$ cat config.mk
export PLATFORM = sky130hd
export DESIGN_NAME = hft_stream_mux
export DESIGN_NICKNAME = d
export VERILOG_FILES = /design/src/rtl/hft_stream_mux.sv
export SDC_FILE = /design/constraint.sdc
export NUM_CORES = 2
export LEC_CHECK = 0
export CORE_MARGIN = 2
export CORE_UTILIZATION = 50
export CTS_BUF_LIST = sky130_fd_sc_hd__clkbuf_4 sky130_fd_sc_hd__clkbuf_8
export DETAILED_ROUTE_END_ITERATION = 10
export PLACE_DENSITY = 0.69
export SYNTH_ARGS = -nofsm -noshare
export SYNTH_HDL_FRONTEND = slang
export SYNTH_HIERARCHICAL = 1
export SYNTH_SLANG_ARGS = --single-unit
$ cat constraint.sdc
create_clock -name clk -period 4.5 [get_ports clk]
set_clock_uncertainty 0.15 [all_clocks]
set_input_delay 0.45 -clock clk [delete_from_list [all_inputs] [get_ports clk]]
set_output_delay 0.45 -clock clk [all_outputs]
set_load 0.02 [all_outputs]
$ cat src/rtl/hft_stream_mux.sv
// hft_stream_mux: NUM_CH-channel packet mux, per-channel FIFO, round-robin, whole packets only (STREAM_MUX_STATS_EN adds counters).
// Latency: single-beat packet written at cycle N is presented at N+2; one idle cycle between packets.
// Backpressure: s_tready drops on full or disabled channel; m_tready low holds the presented beat.
module hft_stream_mux #(
  parameter int DATA_WIDTH = 32,
  parameter int NUM_CH     = 4,
  parameter int FIFO_DEPTH = 16,
  parameter int CNT_WIDTH  = 16
) (
  input  logic                         clk,
  input  logic                         rst,
  input  logic [NUM_CH*DATA_WIDTH-1:0] s_tdata,
  input  logic [NUM_CH-1:0]            s_tvalid,
  input  logic [NUM_CH-1:0]            s_tlast,
  output logic [NUM_CH-1:0]            s_tready,
  output logic [DATA_WIDTH-1:0]        m_tdata,
  output logic                         m_tvalid,
  output logic                         m_tlast,
  output logic [$clog2(NUM_CH)-1:0]    m_tdest,
  input  logic                         m_tready,
  input  logic [NUM_CH-1:0]            ch_enable,
  output logic [NUM_CH-1:0]            fifo_full,
  output logic [CNT_WIDTH-1:0]         pkt_count,
  output logic [CNT_WIDTH-1:0]         drop_count
);
  localparam int CH_W = $clog2(NUM_CH);
  localparam int PW   = $clog2(FIFO_DEPTH) + 1;

  typedef enum logic {IDLE, XFER} state_t;

  state_t                           state, state_nxt;
  logic [CH_W-1:0]                  sel, sel_nxt, rr_ptr, rr_nxt, pick;
  logic                             pick_vld, pop, cur_vld, cur_last;
  logic [NUM_CH-1:0]                wr_en, rd_en, empty, eligible;
  logic [NUM_CH-1:0][DATA_WIDTH:0]  head;

  assign s_tready = ch_enable & ~fifo_full & {NUM_CH{~rst}};
  assign wr_en    = s_tvalid & s_tready;

  for (genvar i = 0; i < NUM_CH; i++) begin : g_ch
    logic          wr_last, rd_last;
    logic [PW-1:0] pkt_cnt;

    hft_stream_mux_fifo #(.WIDTH(DATA_WIDTH + 1), .DEPTH(FIFO_DEPTH)) u_fifo (
      .clk    (clk),
      .rst    (rst),
      .wr_vld (wr_en[i]),
      .wr_dat ({s_tlast[i], s_tdata[i*DATA_WIDTH +: DATA_WIDTH]}),
      .rd_rdy (rd_en[i]),
      .rd_dat (head[i]),
      .full   (fifo_full[i]),
      .empty  (empty[i])
    );

    // Complete packets buffered; a full FIFO also qualifies so oversize packets cut through.
    assign wr_last = wr_en[i] & s_tlast[i];
    assign rd_last = rd_en[i] & head[i][DATA_WIDTH];

    always_ff @(posedge clk or posedge rst) begin
      if (rst)                      pkt_cnt <= '0;
      else if (wr_last & ~rd_last)  pkt_cnt <= pkt_cnt + 1'b1;
      else if (rd_last & ~wr_last)  pkt_cnt <= pkt_cnt - 1'b1;
    end

    assign eligible[i] = (pkt_cnt != '0) | fifo_full[i];
    assign rd_en[i]    = pop & (sel == CH_W'(i));
  end

  assign cur_vld  = (state == XFER) & ~empty[sel];
  assign cur_last = head[sel][DATA_WIDTH];
  assign pop      = cur_vld & m_tready;
  assign m_tvalid = cur_vld;
  assign m_tdata  = cur_vld ? head[sel][DATA_WIDTH-1:0] : '0;
  assign m_tlast  = cur_vld & cur_last;
  assign m_tdest  = sel;

  always_comb begin
    int idx;
    pick_vld = 1'b0;
    pick     = rr_ptr;
    idx      = 0;
    for (int k = 0; k < NUM_CH; k++) begin
      idx = int'(rr_ptr) + k;
      if (idx >= NUM_CH) idx = idx - NUM_CH;
      if (!pick_vld && eligible[idx[CH_W-1:0]]) begin
        pick_vld = 1'b1;
        pick     = idx[CH_W-1:0];
      end
    end
  end

  always_ff @(posedge clk or posedge rst) begin
    if (rst) begin
      state  <= IDLE;
      sel    <= '0;
      rr_ptr <= '0;
    end else begin
      state  <= state_nxt;
      sel    <= sel_nxt;
      rr_ptr <= rr_nxt;
    end
  end

  always_comb begin
    state_nxt = state;
    sel_nxt   = sel;
    rr_nxt    = rr_ptr;
    case (state)
      IDLE: if (pick_vld) begin
        sel_nxt   = pick;
        state_nxt = XFER;
      end
      XFER: if (pop && cur_last) begin
        rr_nxt    = (sel == CH_W'(NUM_CH - 1)) ? '0 : sel + 1'b1;
        state_nxt = IDLE;
      end
      default: state_nxt = IDLE;
    endcase
  end

`ifdef STREAM_MUX_STATS_EN
  logic [CNT_WIDTH-1:0] pkt_q, drop_q;

  always_ff @(posedge clk or posedge rst) begin
    if (rst) begin
      pkt_q  <= '0;
      drop_q <= '0;
    end else begin
      if (pop && cur_last && pkt_q != '1)          pkt_q  <= pkt_q + 1'b1;
      if (|(s_tvalid & ~s_tready) && drop_q != '1) drop_q <= drop_q + 1'b1;
    end
  end

  assign pkt_count  = pkt_q;
  assign drop_count = drop_q;
`else
  assign pkt_count  = '0;
  assign drop_count = '0;
`endif
endmodule

// hft_stream_mux_fifo: generic first-word-fall-through FIFO, DEPTH a power of two.
// Latency: a written word appears on rd_dat the cycle after the write.
// Backpressure: writes ignored while full, reads ignored while empty.
module hft_stream_mux_fifo #(
  parameter int WIDTH = 8,
  parameter int DEPTH = 16
) (
  input  logic             clk,
  input  logic             rst,
  input  logic             wr_vld,
  input  logic [WIDTH-1:0] wr_dat,
  input  logic             rd_rdy,
  output logic [WIDTH-1:0] rd_dat,
  output logic             full,
  output logic             empty
);
  localparam int AW = $clog2(DEPTH);

  logic [WIDTH-1:0] mem [DEPTH];
  logic [AW-1:0]    wr_ptr, rd_ptr;
  logic [AW:0]      count;
  logic             do_wr, do_rd;

  assign full   = (count == (AW+1)'(DEPTH));
  assign empty  = (count == '0);
  assign do_wr  = wr_vld & ~full;
  assign do_rd  = rd_rdy & ~empty;
  assign rd_dat = mem[rd_ptr];

  always_ff @(posedge clk) begin
    if (do_wr) mem[wr_ptr] <= wr_dat;
  end

  always_ff @(posedge clk or posedge rst) begin
    if (rst) begin
      wr_ptr <= '0;
      rd_ptr <= '0;
      count  <= '0;
    end else begin
      if (do_wr) wr_ptr <= wr_ptr + 1'b1;
      if (do_rd) rd_ptr <= rd_ptr + 1'b1;
      if (do_wr && !do_rd)      count <= count + 1'b1;
      else if (do_rd && !do_wr) count <= count - 1'b1;
    end
  end
endmodule

* After elaboration in Yosys (flattened, before gate mapping)
Memories as Yosys holds them, arrays and structs flattened. Cells that the tools add are included. W data, S select, Z words.
Word-level totals: register bits after elaboration 77, memory bits (writable) 2112, input bits 143, output and inout bits 76, logic and storage cells 224, memories kept 4
Memories:
- g_ch[0].u_fifo.mem | words 16, width 33, rd ports 1, clocked after memory_dff 0, wr ports 1, line 160 | logic [WIDTH-1:0] mem [DEPTH];
- g_ch[1].u_fifo.mem | words 16, width 33, rd ports 1, clocked after memory_dff 0, wr ports 1, line 160
- g_ch[2].u_fifo.mem | words 16, width 33, rd ports 1, clocked after memory_dff 0, wr ports 1, line 160
- g_ch[3].u_fifo.mem | words 16, width 33, rd ports 1, clocked after memory_dff 0, wr ports 1, line 160
Operators by class: add/sub/neg operators 32, magnitude comparators 9, equality and inequality tests 7, mux-type cells 53, bitwise gates (word level) 58, reduce and logical (&&, ||, !) cells 42
Operators with widths (number):
- $mux W5 | 16
- $bmux W33 S2 | 1
- $add A5 B1 Y5 const B | 8
- $sub A5 B1 Y5 const B | 8
- $mux W33 | 1
- $add A4 B1 Y4 const B | 8
- $mux W32 | 1
- $and A1 B1 Y1 | 31
- $eq A5 B5 Y1 const B | 4
- $logic_not A5 Y1 | 4
- $reduce_bool A5 Y1 | 4
- $mux W1 | 19
- $not A1 Y1 | 19
- $mux W2 | 9
- $reduce_bool A2 Y1 | 8
- $lt A2 B3 Y1 const B | 5
- $and A4 B4 Y4 | 3
- $logic_and A1 B1 Y1 | 12
- $logic_not A1 Y1 | 11
- $bmux W1 S2 | 5
- $ge A3 B3 Y1 const B | 3
- $sub A2 B1 Y2 const B | 4
- $add A2 B2 Y3 const B | 2
- $eq A2 B2 Y1 const B | 2
- other kinds (9) | 13

* Longest topological paths before layout
depth in word-level cells 16, depth in mapped cells 16, gate-level depth less buffers 14

* Hierarchy
Netlist, hierarchy kept.
By module, submodules not included:
- hft_stream_mux_fifo | times used 4, cells an instance 1040, area each 21411.8 sq um, seq. area each 16180.5 sq um
- hft_stream_mux | times used 1, cells an instance 299, area each 3084.2 sq um, seq. area each 625.6 sq um

* Worst setup path before layout
OpenSTA, ideal clock, no wires.
path kind flip-flop to flip-flop, from register g_ch[2].u_fifo.count[0], to memory g_ch[2].u_fifo/mem[3][0] in the netlist's numbering, enable pin, setup time 464 ps, arrival time 4390 ps, data required time 3886 ps, slack -505 ps, stages on the path, launching flop included 8, path buffers 0, clock period less this slack 5005 ps, cells stage by stage dfrtp_1 nor4_1 and2_1 nor3b_1 and2_1 a21boi_2 nand2_1 nor3_1
On the way: cells in the longest elaborated chain, start to end 8, elaborated cells on any way between the ends 9, those cells by class eq/ne: 1; mux: 2; bitwise: 6
RTL lines:
- start: declaration | line 162 | logic [AW:0] count;
- start signal: assignment | line 183 | if (do_wr && !do_rd) count <= count + 1'b1;
- start signal: assignment | line 184 | else if (do_rd && !do_wr) count <= count - 1'b1;
- $eq A5 B5 Y1 | line 165 | assign full = (count == (AW+1)'(DEPTH));
- net fifo_full[2] | line 22 | output logic [NUM_CH-1:0] fifo_full,
- $not A4 Y4 | line 37 | assign s_tready = ch_enable & ~fifo_full & {NUM_CH{~rst}};
- $and A4 B4 Y4 (2 in a row) | line 37
- net s_tready[2] | line 15 | output logic [NUM_CH-1:0] s_tready,
- $and A4 B4 Y4 | line 38 | assign wr_en = s_tvalid & s_tready;
- net wr_en[2] | line 34 | logic [NUM_CH-1:0] wr_en, rd_en, empty, eligible;
- $and A1 B1 Y1 | line 167 | assign do_wr = wr_vld & ~full;
- net g_ch[2].u_fifo.do_wr | line 163 | logic do_wr, do_rd;
- $mux W1 | line 172 | if (do_wr) mem[wr_ptr] <= wr_dat;
- $mux W1 (implied by the code) | line 172
- end: declaration | line 160
The timed path passes the listed nets, and every way through them passes these cells.

==> flow_metrics.py <==
metrics = {
    "logic_synthesis": {
        "yosys.area.top_type": "edfxtp_1",
        "ys_seq_area_frac": 0.736,
        "yosysWarnings": 6,
        "synth-main-ff-cell": "edfxtp_1",
        "synth_common_cells": "edfxtp_1 (2112), mux2i_1 (534), mux4_2 (298), nand2_1 (199), o21ai_0 (145)",
        "synth_edf_count": 2112,
        "synth_top_area_share": 0.715,
        "syn_area_per_cell_um2": 19.9,
        "netlist_area_mm2": 0.0887,
        "synth_top_cells_by_area": "edfxtp_1 (71%), mux4_2 (7.6%), mux2i_1 (6.0%)",
        "ys_ff_latch": 2189,
        "synthDistinctLibCells": 54,
        "async_flop_share": 0.0352,
        "post-synth-top-count-cell": "edfxtp_1",
        "synthCells": 4459,
    },
    "grt": {
        "antenna_found_initial": 48,
        "overflow": 0,
        "grt_pass1_wl_um": 321000,
        "grt_pass1_vias": 46000,
        "grt_max_degree": 44,
        "grt_usage": 0.247,
    },
    "min_path": {
        "holdCritPathClass": "in2reg",
        "min_to": "rr_ptr[0]",
        "min_from": "m_tready",
        "min_path_cells": 3,
    },
    "timing": {
        "finalWorstSetupSlack_ps": 33.4,
        "slew_headroom": 0.345,
        "maxSlewViolCount": 0,
        "period_share": 0.993,
        "period_needed_ps": 4470,
        "holdWs_ps": 90.0,
        "rsz0062_at_grt": "yes",
        "setup_viol": 0,
        "worst_pin_slew_ps": 981,
        "hold_violations": 0,
        "max_freq_mhz": 224,
    },
    "worst_setup_path": {
        "crit_family": "buffers and inverters",
        "rr_startpoint": "g_ch[3].u_fifo/count[0]",
        "critical_path_class": "reg2out",
        "slowest_delay_ps": 540,
        "cp.required_ps": 3900,
        "cpMaxStageDelayCell": "dfrtp_4",
        "reg2reg_slack_ps": 480,
        "worstRegToRegCells": 15,
        "crit_buf_inv": 3,
        "cp_max_fo": 17,
        "worst_r2r_endpoint": "g_ch[3].u_fifo/count[4]",
        "startpoint_type": "register",
        "end_kind": "output port",
        "crit_chain": "buf_4, bufbuf_16, mux2i_1, a221oi_1, a22oi_1, nand2_2, mux4_2, and2_1, clkdlybuf4s15_2",
        "worst_ep_arrival_time_ps": 3870,
    },
    "detailed_routing": {
        "num_vias": 46300,
        "routed_wl_um": 225000,
        "dr.pass1.iters": 6,
        "wl_per_cell_um": 29.2,
        "drtIter0Drc": 4879,
        "ant_nets": 0,
        "drc": 0,
        "viasPerCell": 6.01,
    },
    "clock_tree": {
        "root_buffer": "clkbuf_8",
        "htree_levels": 5,
        "clock-sinks": 2189,
        "insertion_delay_ps": 1070,
        "clk_pin_slew_ps": 60,
        "cts_tree": "yes",
        "clk_path_buf_depth": 4,
        "numCtsBuffers": 361,
    },
    "final_layout": {
        "final_cell_area_mm2": 0.103,
        "final_util": 0.585,
        "syn2layout_area_growth_pct": 16.2,
        "fillers": 12800,
        "final_cells": 7707,
        "final_nets": 5298,
        "drive_gt1_frac": 0.297,
    },
    "floorplanning": {
        "core_area_mm2": 0.176,
        "die_y_um": 425,
        "dieWidth_um": 425,
        "start_util": 0.503,
        "die_area_mm2": 0.181,
        "pin_count": 219,
        "row_count": 154,
    },
    "place": {
        "port_buffers": 186,
        "post_dp_cell_area_mm2": 0.0939,
        "pre_cts_ws_ps": 418,
        "place_congestion": 0.810,
        "dp_hpwl_um": 129000,
        "dpl.cell_count": 6935,
    },
    "flow_run": {
        "drv_cap": 0,
    },
    "pwr": {
        "ir_drop_mv": 0.456,
        "power_density_mw_per_mm2": 611,
        "leakagePower_nw": 34.9,
    },
    "run_status": {
        "outcome": "complete, no violations",
    },
}
==> per-stage QoR <==
stage / setup TNS [ps] / power (W)
after CTS: -371 / 0.0628
after detailed placement: 0 / 0.0444
after floorplan: 0 / 0.0378
after global placement: 0 / 0.0442
after global routing: -326 / 0.0652
final: 0 / 0.0630
==> where the power goes <==
group,switching (W),internal (W)
clock,0.00757,0.00868
sequential,0.000724,0.0232
combinational,0.0129,0.00988
==> worst reg2reg max path: stages, from the launching register on <==
cell and delay [ps]:
dfrtp_1 440, or4_1 590, nor2_1 110, buf_4 170, mux4_2 280, nor2b_4 60
and3_1 310, o21a_1 250, inv_2 120, ha_1 160, inv_1 120, fa_1 420
a21o_1 190, a21oi_1 180, mux2i_1 260, xnor2_1 140
==> repair_timing <==
action,in CTS,in global routing
setup buffers,63,40
pin swaps,48,41
cloned,24,5
hold buffers,2,0
resized for setup,302,88
endpoints found under the setup margin,33,31
endpoints found under the hold margin,40,0
==> logic make-up after synthesis <==
family / after synthesis / share of synthesized area
AND/OR/NAND/NOR: 384 / 0.0200
other: 1 / 0.0000423
buffers and inverters: 322 / 0.0317
AO/OA/AOI/OAI: 602 / 0.0596
flip-flops: 2189 / 0.736
adder cells (fa/ha/maj): 66 / 0.00998
XOR/XNOR: 57 / 0.00563
multiplexers: 838 / 0.137
==> routing by layer <==
layer  global-route usage  share of wire
met1                0.323           0.38
met2                0.398           0.49
met3               0.0497          0.082
met4                0.120          0.045
met5                    0        0.00088
==> layout by cell type (no fill, tap or decap), types with 12 or more instances in the layout <==
cell	count
edfxtp_1	2112
mux2i_1	521
clkbuf_8	372
mux4_2	298
buf_4	198
a221oi_2	154
clkdlybuf4s50_1	153
clkbuf_4	116
nand2_1	111
a221oi_1	110
o21ai_0	104
a22oi_1	103
clkinv_1	88
nand2_2	82
buf_12	68
dfrtp_1	63
ha_1	58
o21ai_1	54
nor2_4	48
xnor2_1	44
and2_1	35
conb_1	32
clkinv_2	31
a22oi_2	30
inv_1	29
diode_2	26
buf_16	26
nor2_1	18
buf_6	18
a21oi_1	17
nor3_4	16
buf_2	14
xor2_1	13
a21o_1	12
bufbuf_16	12
==> worst max-delay path by stage <==
stage                                             to                startpoint  slack (ps)  cells after the start
after floorplan            g_ch[2].u_fifo/mem[15][0]   g_ch[2].u_fifo/count[0]         380                      7
after global placement    g_ch[2].u_fifo/mem[12][27]                       rst         470                      8
after detailed placement     g_ch[2].u_fifo/count[4]                       rst         420                     12
after CTS                                 m_tdata[2]  g_ch[1].u_fifo/rd_ptr[0]         -70                      8
after global routing                      m_tdata[0]  g_ch[3].u_fifo/rd_ptr[0]         -70                      9
final                                        m_tlast  g_ch[3].u_fifo/rd_ptr[0]          30                      9
==> state kept, by name, summed over array words and instances (netlist names) <==
register / count
g_ch.u_fifo/mem: 2112
state: 1
g_ch.u_fifo/wr_ptr: 16
rr_ptr: 2
g_ch.u_fifo/rd_ptr: 16
m_tdest: 2
g_ch.pkt_cnt: 20
g_ch.u_fifo/count: 20
==> final cells by class <==
| type | instances | area [um^2] | share of cell area |
|---|---|---|---|
| Antenna cell | 26 | 65.1 | 0.000631 |
| Tap cell | 2340 | 2930 | 0.0284 |
| Timing Repair Buffer | 520 | 6160 | 0.0597 |
| Clock inverter | 127 | 592 | 0.00574 |
| Multi-Input combinational cell | 1980 | 21800 | 0.212 |
| Inverter | 37 | 139 | 0.00135 |
| Clock buffer | 488 | 5990 | 0.0581 |
| Sequential cell | 2189 | 65400 | 0.634 |
No activity file was read; power rests on OpenSTA's default activity.
